## src/rtl/addr_decoder.sv

```systemverilog
// 3x3 window address generator for a 64x64 raster image: pixel counter, registered
// window centre, and combinational tap decode. Define ADDR_DECODER_BORDER_REPLICATE_EN
// to clamp out-of-image taps to the image edge instead of pointing them at PAD_ADDR.
module addr_decoder #(
    parameter logic [12:0] PAD_ADDR   = 13'd4096,
    parameter logic [12:0] LAST_COUNT = 13'd4097
) (
    input  logic        iClk,
    input  logic        iRst,
    output logic [12:0] oAddrPixel,
    output logic        oWrite,
    output logic        oDone,
    output logic [5:0]  oBeginRow,
    output logic [5:0]  oBeginCol,
    output logic [12:0] oAddrP11,
    output logic [12:0] oAddrP12,
    output logic [12:0] oAddrP13,
    output logic [12:0] oAddrP21,
    output logic [12:0] oAddrP22,
    output logic [12:0] oAddrP23,
    output logic [12:0] oAddrP31,
    output logic [12:0] oAddrP32,
    output logic [12:0] oAddrP33
);

    localparam logic [12:0] NUM_PIXELS = 13'd4096;
    localparam logic [5:0]  EDGE_MAX   = 6'd63;

`ifdef ADDR_DECODER_BORDER_REPLICATE_EN
    localparam bit PAD_EN = 1'b0;
`else
    localparam bit PAD_EN = 1'b1;
`endif

    logic [12:0] cntPixel_p0;
    logic [5:0]  beginRow_p1;
    logic [5:0]  beginCol_p1;

    // Steps a row/column index by -1/0/+1 using edge compares only; an off-image step
    // leaves the index clamped at the edge and raises bit 6.
    function automatic logic [6:0] stepIdx(input logic [5:0] idx, input logic signed [1:0] d);
        logic [6:0] res;
        res = {1'b0, idx};
        if (d == -2'sd1) begin
            if (idx == 6'd0) res = {1'b1, idx};
            else             res = {1'b0, idx - 6'd1};
        end else if (d == 2'sd1) begin
            if (idx == EDGE_MAX) res = {1'b1, idx};
            else                 res = {1'b0, idx + 6'd1};
        end
        return res;
    endfunction

    function automatic logic [12:0] tapAddr(input logic [5:0] r, input logic [5:0] c,
                                            input logic signed [1:0] dr,
                                            input logic signed [1:0] dc);
        logic [6:0] rs;
        logic [6:0] cs;
        rs = stepIdx(r, dr);
        cs = stepIdx(c, dc);
        if (PAD_EN && (rs[6] || cs[6])) return PAD_ADDR;
        return {1'b0, rs[5:0], cs[5:0]};
    endfunction

    // Stage p0: raster pixel counter, saturating at LAST_COUNT
    always_ff @(posedge iClk or posedge iRst) begin
        if (iRst) begin
            cntPixel_p0 <= 13'd0;
        end else if (cntPixel_p0 != LAST_COUNT) begin
            cntPixel_p0 <= cntPixel_p0 + 13'd1;
        end
    end

    assign oAddrPixel = cntPixel_p0;
    assign oWrite     = (cntPixel_p0 != 13'd0) && (cntPixel_p0 <= NUM_PIXELS);
    assign oDone      = (cntPixel_p0 == LAST_COUNT);

    // Stage p1: window centre trails the counter by one pixel, frozen once the frame is swept
    always_ff @(posedge iClk or posedge iRst) begin
        if (iRst) begin
            beginRow_p1 <= 6'd0;
            beginCol_p1 <= 6'd0;
        end else if (cntPixel_p0 < NUM_PIXELS) begin
            beginRow_p1 <= cntPixel_p0[11:6];
            beginCol_p1 <= cntPixel_p0[5:0];
        end
    end

    assign oBeginRow = beginRow_p1;
    assign oBeginCol = beginCol_p1;

    // Tap decode: combinational from the registered centre
    assign oAddrP11 = tapAddr(beginRow_p1, beginCol_p1, -2'sd1, -2'sd1);
    assign oAddrP12 = tapAddr(beginRow_p1, beginCol_p1, -2'sd1,  2'sd0);
    assign oAddrP13 = tapAddr(beginRow_p1, beginCol_p1, -2'sd1,  2'sd1);
    assign oAddrP21 = tapAddr(beginRow_p1, beginCol_p1,  2'sd0, -2'sd1);
    assign oAddrP22 = tapAddr(beginRow_p1, beginCol_p1,  2'sd0,  2'sd0);
    assign oAddrP23 = tapAddr(beginRow_p1, beginCol_p1,  2'sd0,  2'sd1);
    assign oAddrP31 = tapAddr(beginRow_p1, beginCol_p1,  2'sd1, -2'sd1);
    assign oAddrP32 = tapAddr(beginRow_p1, beginCol_p1,  2'sd1,  2'sd0);
    assign oAddrP33 = tapAddr(beginRow_p1, beginCol_p1,  2'sd1,  2'sd1);

endmodule

```

## config.mk

```make
export PLATFORM = sky130hd
export DESIGN_NAME = addr_decoder
export DESIGN_NICKNAME = d
export VERILOG_FILES = /design/src/rtl/addr_decoder.sv
export SDC_FILE = /design/constraint.sdc
export NUM_CORES = 1
export LEC_CHECK = 0
export ABC_AREA = 0
export CORE_MARGIN = 4
export CORE_UTILIZATION = 40
export CTS_CLUSTER_SIZE = 16
export DETAILED_ROUTE_END_ITERATION = 10
export DONT_BUFFER_PORTS = 1
export GPL_ROUTABILITY_DRIVEN = 1
export SYNTH_ARGS = -nofsm -noshare
export SYNTH_HDL_FRONTEND = slang
export SYNTH_SLANG_ARGS = --single-unit
```

## constraint.sdc

```tcl
create_clock -name iClk -period 2.3 [get_ports iClk]
set_clock_uncertainty 0.15 [all_clocks]
set_input_delay 0.345 -clock iClk [delete_from_list [all_inputs] [get_ports iClk]]
set_output_delay 0.345 -clock iClk [all_outputs]
set_load 0.02 [all_outputs]
```

==> results of run 1 <==
==> worst reg2reg max path, delay by kind of cell, from the launching register on <==
family / cells / cell delay, ns
mux: 1 / 0.28
buf+inv: 1 / 0.16
flops: 1 / 0.38
simple gates: 2 / 0.84
==> kinds of logic (layout without fill, tap and decap cells) <==
kind of cell / after synthesis / after routing / share of synthesized area
AO/OA/AOI/OAI: 18 / 18 / 0.0420
XOR/XNOR: 21 / 21 / 0.0834
adder cells (fa/ha/maj): 11 / 11 / 0.0624
buffers and inverters: 50 / 158 / 0.128
flip-flops: 25 / 25 / 0.284
multiplexers: 14 / 14 / 0.0720
other: 1 / 1 / 0.00170
AND/OR/NAND/NOR: 136 / 136 / 0.327
==> report_power, final <==
group	switching, mW	internal (mW)	leakage (nW)
clock network	0.145	0.123	0.0217
logic	0.0101	0.00239	1.54
registers	0	0.439	0.315
total	0.155	0.565	1.88
==> placed cells by master (no fill, tap or decap), types with 9 or more instances in the layout <==
cell      n
mux2_2   11
buf_4    83
nand3_1   9
nor3_1    9
nor3_4   11
and2_4   10
nor2_4   15
dfrtp_1  18
nor2_1   10
buf_6    39
==> state kept, by name, indices dropped and copies added, names as in the netlist <==
register / count
oAddrPixel: 13
oBeginCol: 6
oBeginRow: 6
==> cell type report <==
cell class | count | area (µm²) | area share
Tap cell | 70 | 87.6 | 0.0207
Clock inverter | 1 | 7.51 | 0.00177
Timing Repair inverter | 1 | 8.76 | 0.00207
Inverter | 18 | 97.6 | 0.0230
Clock buffer | 3 | 41.3 | 0.00975
Sequential cell | 25 | 634 | 0.150
Multi-Input combinational cell | 201 | 2020 | 0.478
Timing Repair Buffer | 135 | 1340 | 0.315
==> metal layers <==
metal	vias to the layer above	GRT usage
met1	1349	0.268
met2	172	0.446
met4	0	0.0631
li1	1128	-
met5	-	0
met3	35	0.0477
==> final timing paths <==
path / from / endpoint / cells past startpoint
min in group iClk: oAddrPixel[0] / oAddrPixel[0] / 1
hold reg to reg: oAddrPixel[0] / oAddrPixel[0] / 1
max in group asynchronous: iRst / oBeginRow[0] / 3
hold / removal: iRst / oAddrPixel[10] / 3
setup reg to reg: oAddrPixel[9] / oAddrPixel[1] / 4
setup / recovery: oBeginRow[0] / oAddrP11[6] / 7
==> stage by stage <==
| step | worst slack [ns] | setup TNS (ns) | area (µm²) |
|---|---|---|---|
| CTS | -0.368 | -12.29 | 3750 |
| finish | -0.443 | -16.30 | 4240 |
| detailed placement | -0.212 | -2.85 | 3190 |
| global route | -0.471 | -19.71 | 4240 |
| floorplan | -0.236 | -2.54 | 2460 |
| global placement | -0.174 | -1.59 | 3190 |
==> repair_timing <==
item	4_1_cts	5_1_grt
endpoints found under the hold margin	25	0
pin swaps	11	20
endpoints found under the setup margin	80	92
hold buffers	1	0
buffers inserted	15	10
gates resized for setup	82	106
gates cloned	4	1
==> qor.yml, run 1 <==
run_status:
  status: "finished, violations left"
  violations: "negative setup slack"
yosys:
  synth.cell_area_mm2: 0.00221
  netlist_top_cells_count: "33 x nor2_1, 28 x nor3_1, 25 x dfrtp_1"
  synthFlopType: "dfrtp_1"
  async_flop_share: 1.00
  ys_warn_count: 0
  synth_top_area_frac: 0.284
  synth.most_common_cell: "nor2_1"
  ys_ff_latch: 25
  syn_avg_cell_area_um2: 7.99
  ys_types: 36
  synth-edff-count: 0
  syn_inst: 276
  syn-num-nets: 289
  synthTopCellsByArea: "dfrtp_1 28%, nor3_1 6.4%, ha_1 6.2%, nor2_1 5.6%, mux2_2 5.6%"
  synth-seq-area-share: 0.284
  yosysTopAreaCell: "dfrtp_1"
setup_path:
  crit_family: "simple AND/OR/NAND/NOR gates"
  path_common_cell: "ha_4"
  end_kind: "output port"
  startpoint_type: "flip-flop"
  cp_cell_sequence: "inv_4, ha_4, or3b_4, or3_4, ha_4, nor3_4, buf_6"
  critPathBufInv: 2
  critPathMaxFanout: 4
  r2r_slack_ns: 0.39
  cp_slowest_cell: "dfrtp_2"
  worstPathArrival_ns: 2.25
  crit_type: "flip-flop to output port"
  crit_required_ns: 1.80
  max_stage_delay_ns: 0.43
global_route:
  gr-total-overflow: 0
  grt_max_degree: 26
  first_global_vias: 2360
  track_usage: 0.237
  grt_pass1_wl_mm: 12.4
  grt_antenna_before_repair: 0
sta:
  layout_min_cycle_time_ns: 2.74
  rsz0062_at_grt: "true"
  worst_pin_slew_ns: 0.658
  post-route-period-util: 1.19
  fin_ws_ns: -0.443
  max_freq_mhz: 365
  finalHoldViolations: 0
  setup_viol: 74
  slew_headroom: 0.558
  maxSlewViolCount: 0
  holdWs_ns: 0.410
routing:
  via_count: 2684
  wl_met2_mm: 5.31
  top_layer: "met4"
  wl_per_cell_um: 23.4
  first_pass_iters: 4
  met1Wirelength_mm: 4.05
  route.met3.wl_um: 892
  antenna_left: 0
  drc: 0
  drt-total-wl_mm: 10.6
  routed_via_density: 5.91
  drtIter0Drc: 183
run:
  max_cap_violations: 0
clock_tree:
  clk_latency_ns: 0.28
  cts_tree: "built"
  ctsLongestPathBuffers: 2
  cts_inserted_buffers: 3
  h-tree-depth: 1
  cts_num_sinks: 25
  cts-root-buf: "clkbuf_8"
  clkTransAtPathRegs_ns: 0.09
layout:
  synthToLayoutAreaGrowth_pct: 92.0
  final_core_utilization: 0.809
  final_cells: 454
  fillers: 264
  diodes: 0
  drive_gt1_frac: 0.724
  nets: 398
floorplan:
  dieArea_mm2: 0.00677
  die_w_um: 82.3
  ios: 146
  coreArea_mm2: 0.00524
  die-height_um: 82.3
  start_util: 0.421
  row_count: 26
placement:
  io_buffer_count: 0
  routabilityCongestion: 0.840
  dp.cells: 423
  dpl.hpwl_mm: 5.57
pwr:
  p_leak_nw: 1.88
  power_uw: 719
  ir_worst_vdd_uv: 295
  power_density_mw_per_mm2: 170
hold_path:
  hold_path.class: "primary input to async pin"
Power figures use the tool's default switching activity.
==> inputs of run 2 (changes only) <==
Settings changed: PLACE_DENSITY_LB_ADDON from default to 0.15.
==> qor.yml, run 2 (synthesis results as in run 1) <==
setup_path:
  critPathMaxFanout: 3
  crit_required_ns: 1.80
  r2r_slack_ns: 0.35
  ff2ff_path_depth: 4
  crit_type: "flip-flop to output port"
  rr_startpoint: "oAddrPixel[5]"
  r2r_end: "oAddrPixel[1]"
  end_kind: "output port"
  worstPathArrival_ns: 2.20
  startpoint_type: "flip-flop"
layout:
  final_common_cell: "buf_4"
  diodes: 0
  nets: 389
  drive_gt1_frac: 0.648
  largest_register_ffs: 13
  fillers: 336
  multi_input_area_mm2: 0.00188
  final_cells: 445
  seqCellArea_um2: 633
  synthToLayoutAreaGrowth_pct: 80.9
  layout_common_cells: "87 x buf_4, 25 x buf_6, 19 x dfrtp_1"
  fin_area_mm2: 0.00399
sta:
  post-route-period-util: 1.17
  fin_ws_ns: -0.393
  setup_viol: 46
  layout_min_cycle_time_ns: 2.69
  max_freq_mhz: 371
  finalHoldViolations: 0
  rsz0062_at_grt: "true"
  slew_headroom: 0.631
  maxSlewViolCount: 0
  worst_pin_slew_ns: 0.552
run:
  max_cap_violations: 0
floorplan:
  start_util: 0.421
  die_w_um: 82.3
  ios: 146
  dieArea_mm2: 0.00677
  die-height_um: 82.3
  row_count: 26
  coreArea_mm2: 0.00524
pwr:
  ir_worst_vdd_uv: 296
  power_density_mw_per_mm2: 174
  p_leak_nw: 1.80
hold_path:
  hold_path.class: "primary input to async pin"
global_route:
  grt_max_degree: 20
  gr-total-overflow: 0
  track_usage: 0.209
  grt_pass1_wl_mm: 11.0
  grt_antenna_before_repair: 0
  first_global_vias: 2059
routing:
  drt-total-wl_mm: 8.91
  first_pass_iters: 4
  drtIter0Drc: 134
  antenna_left: 0
  via_count: 2436
  routed_via_density: 5.47
  wl_per_cell_um: 20.0
  drc: 0
clock_tree:
  ctsLongestPathBuffers: 2
  h-tree-depth: 1
  cts_tree: "built"
  cts-root-buf: "clkbuf_8"
  clkTransAtPathRegs_ns: 0.08
  clk_latency_ns: 0.26
  cts_num_sinks: 25
  cts_inserted_buffers: 3
placement:
  placed_area_mm2: 0.00314
  dp.cells: 416
  preCtsSetupSlack_ns: -0.198
  dpl.hpwl_mm: 5.57
  routabilityCongestion: 0.792
  io_buffer_count: 0
run_status:
  violations: "negative setup slack"
  status: "finished, violations left"
-- run 2: layout make-up --
cell class                      count  share of cell area
Multi-Input combinational cell    201               0.472
Clock buffer                        4              0.0113
Tap cell                           70              0.0220
Sequential cell                    25               0.159
Inverter                           18              0.0238
Timing Repair Buffer              126               0.310
Timing Repair inverter              1             0.00220
-- run 2: critical path, stage by stage, from the launching register on --
cell     delay, ns
dfrtp_2       0.43
inv_4         0.07
ha_4          0.13
or3b_4        0.38
or3_4         0.38
ha_4          0.28
nor3_4        0.14
buf_6         0.14
-- run 2: metrics by stage --
step                setup TNS [ns]  power [mW]   util  hold WS [ns]
global route                -14.97       0.731  0.762         0.476
CTS                         -10.64       0.707  0.661         0.448
global placement            -0.785       0.460  0.600         0.168
detailed placement           -1.88       0.460  0.600         0.168
floorplan                    -2.54       0.457      -         0.222
finish                      -11.38       0.696  0.762         0.428
-- run 2: per-layer routing --
| metal | GRT usage | vias up | part of all wire | wire (µm) |
|---|---|---|---|---|
| met1 | 0.266 | 1174 | 0.38 | 3390 |
| met3 | 0.0380 | 21 | 0.079 | 701 |
| met4 | 0.0449 | 0 | 0.031 | 272 |
| met5 | 0 | - | 0 | 0 |
| met2 | 0.366 | 122 | 0.51 | 4550 |
| li1 | - | 1119 | - | - |
-- run 2: how the worst max path moves through the flow --
stage / startpoint / end / slack, ns / cells after the start
6_report: oBeginRow[0] / oAddrP13[6] / -0.39 / 7
5_1_grt: oBeginRow[0] / oAddrP13[6] / -0.45 / 7
4_1_cts: oBeginRow[0] / oAddrP13[6] / -0.36 / 7
3_5_place_dp: oBeginRow[0] / oAddrP13[6] / -0.20 / 7
3_3_place_gp: oBeginRow[0] / oAddrP13[6] / -0.15 / 7
2_1_floorplan: oBeginRow[0] / oAddrP11[6] / -0.24 / 7
-- run 2: what timing repair did --
| item | in CTS | in global routing |
|---|---|---|
| gates cloned | 2 | 5 |
| setup endpoints to repair | 84 | 85 |
| resized for setup | 44 | 79 |
| buffers inserted | 7 | 13 |
| hold buffers | 1 | 0 |
| pin swaps | 8 | 21 |
| hold endpoints to repair | 14 | 0 |
-- run 2: where the power goes --
group          internal, mW  switching [mW]  leakage [nW]
Clock                 0.123           0.122        0.0228
Sequential            0.439               0         0.315
Combinational       0.00235          0.0101          1.46
==> inputs of run 3 (changes only) <==
Settings changed: TNS_END_PERCENT from default to 100.
==> results of run 3 <==
Same layout as run 2: the final DEF is identical, and so are final timing and power.
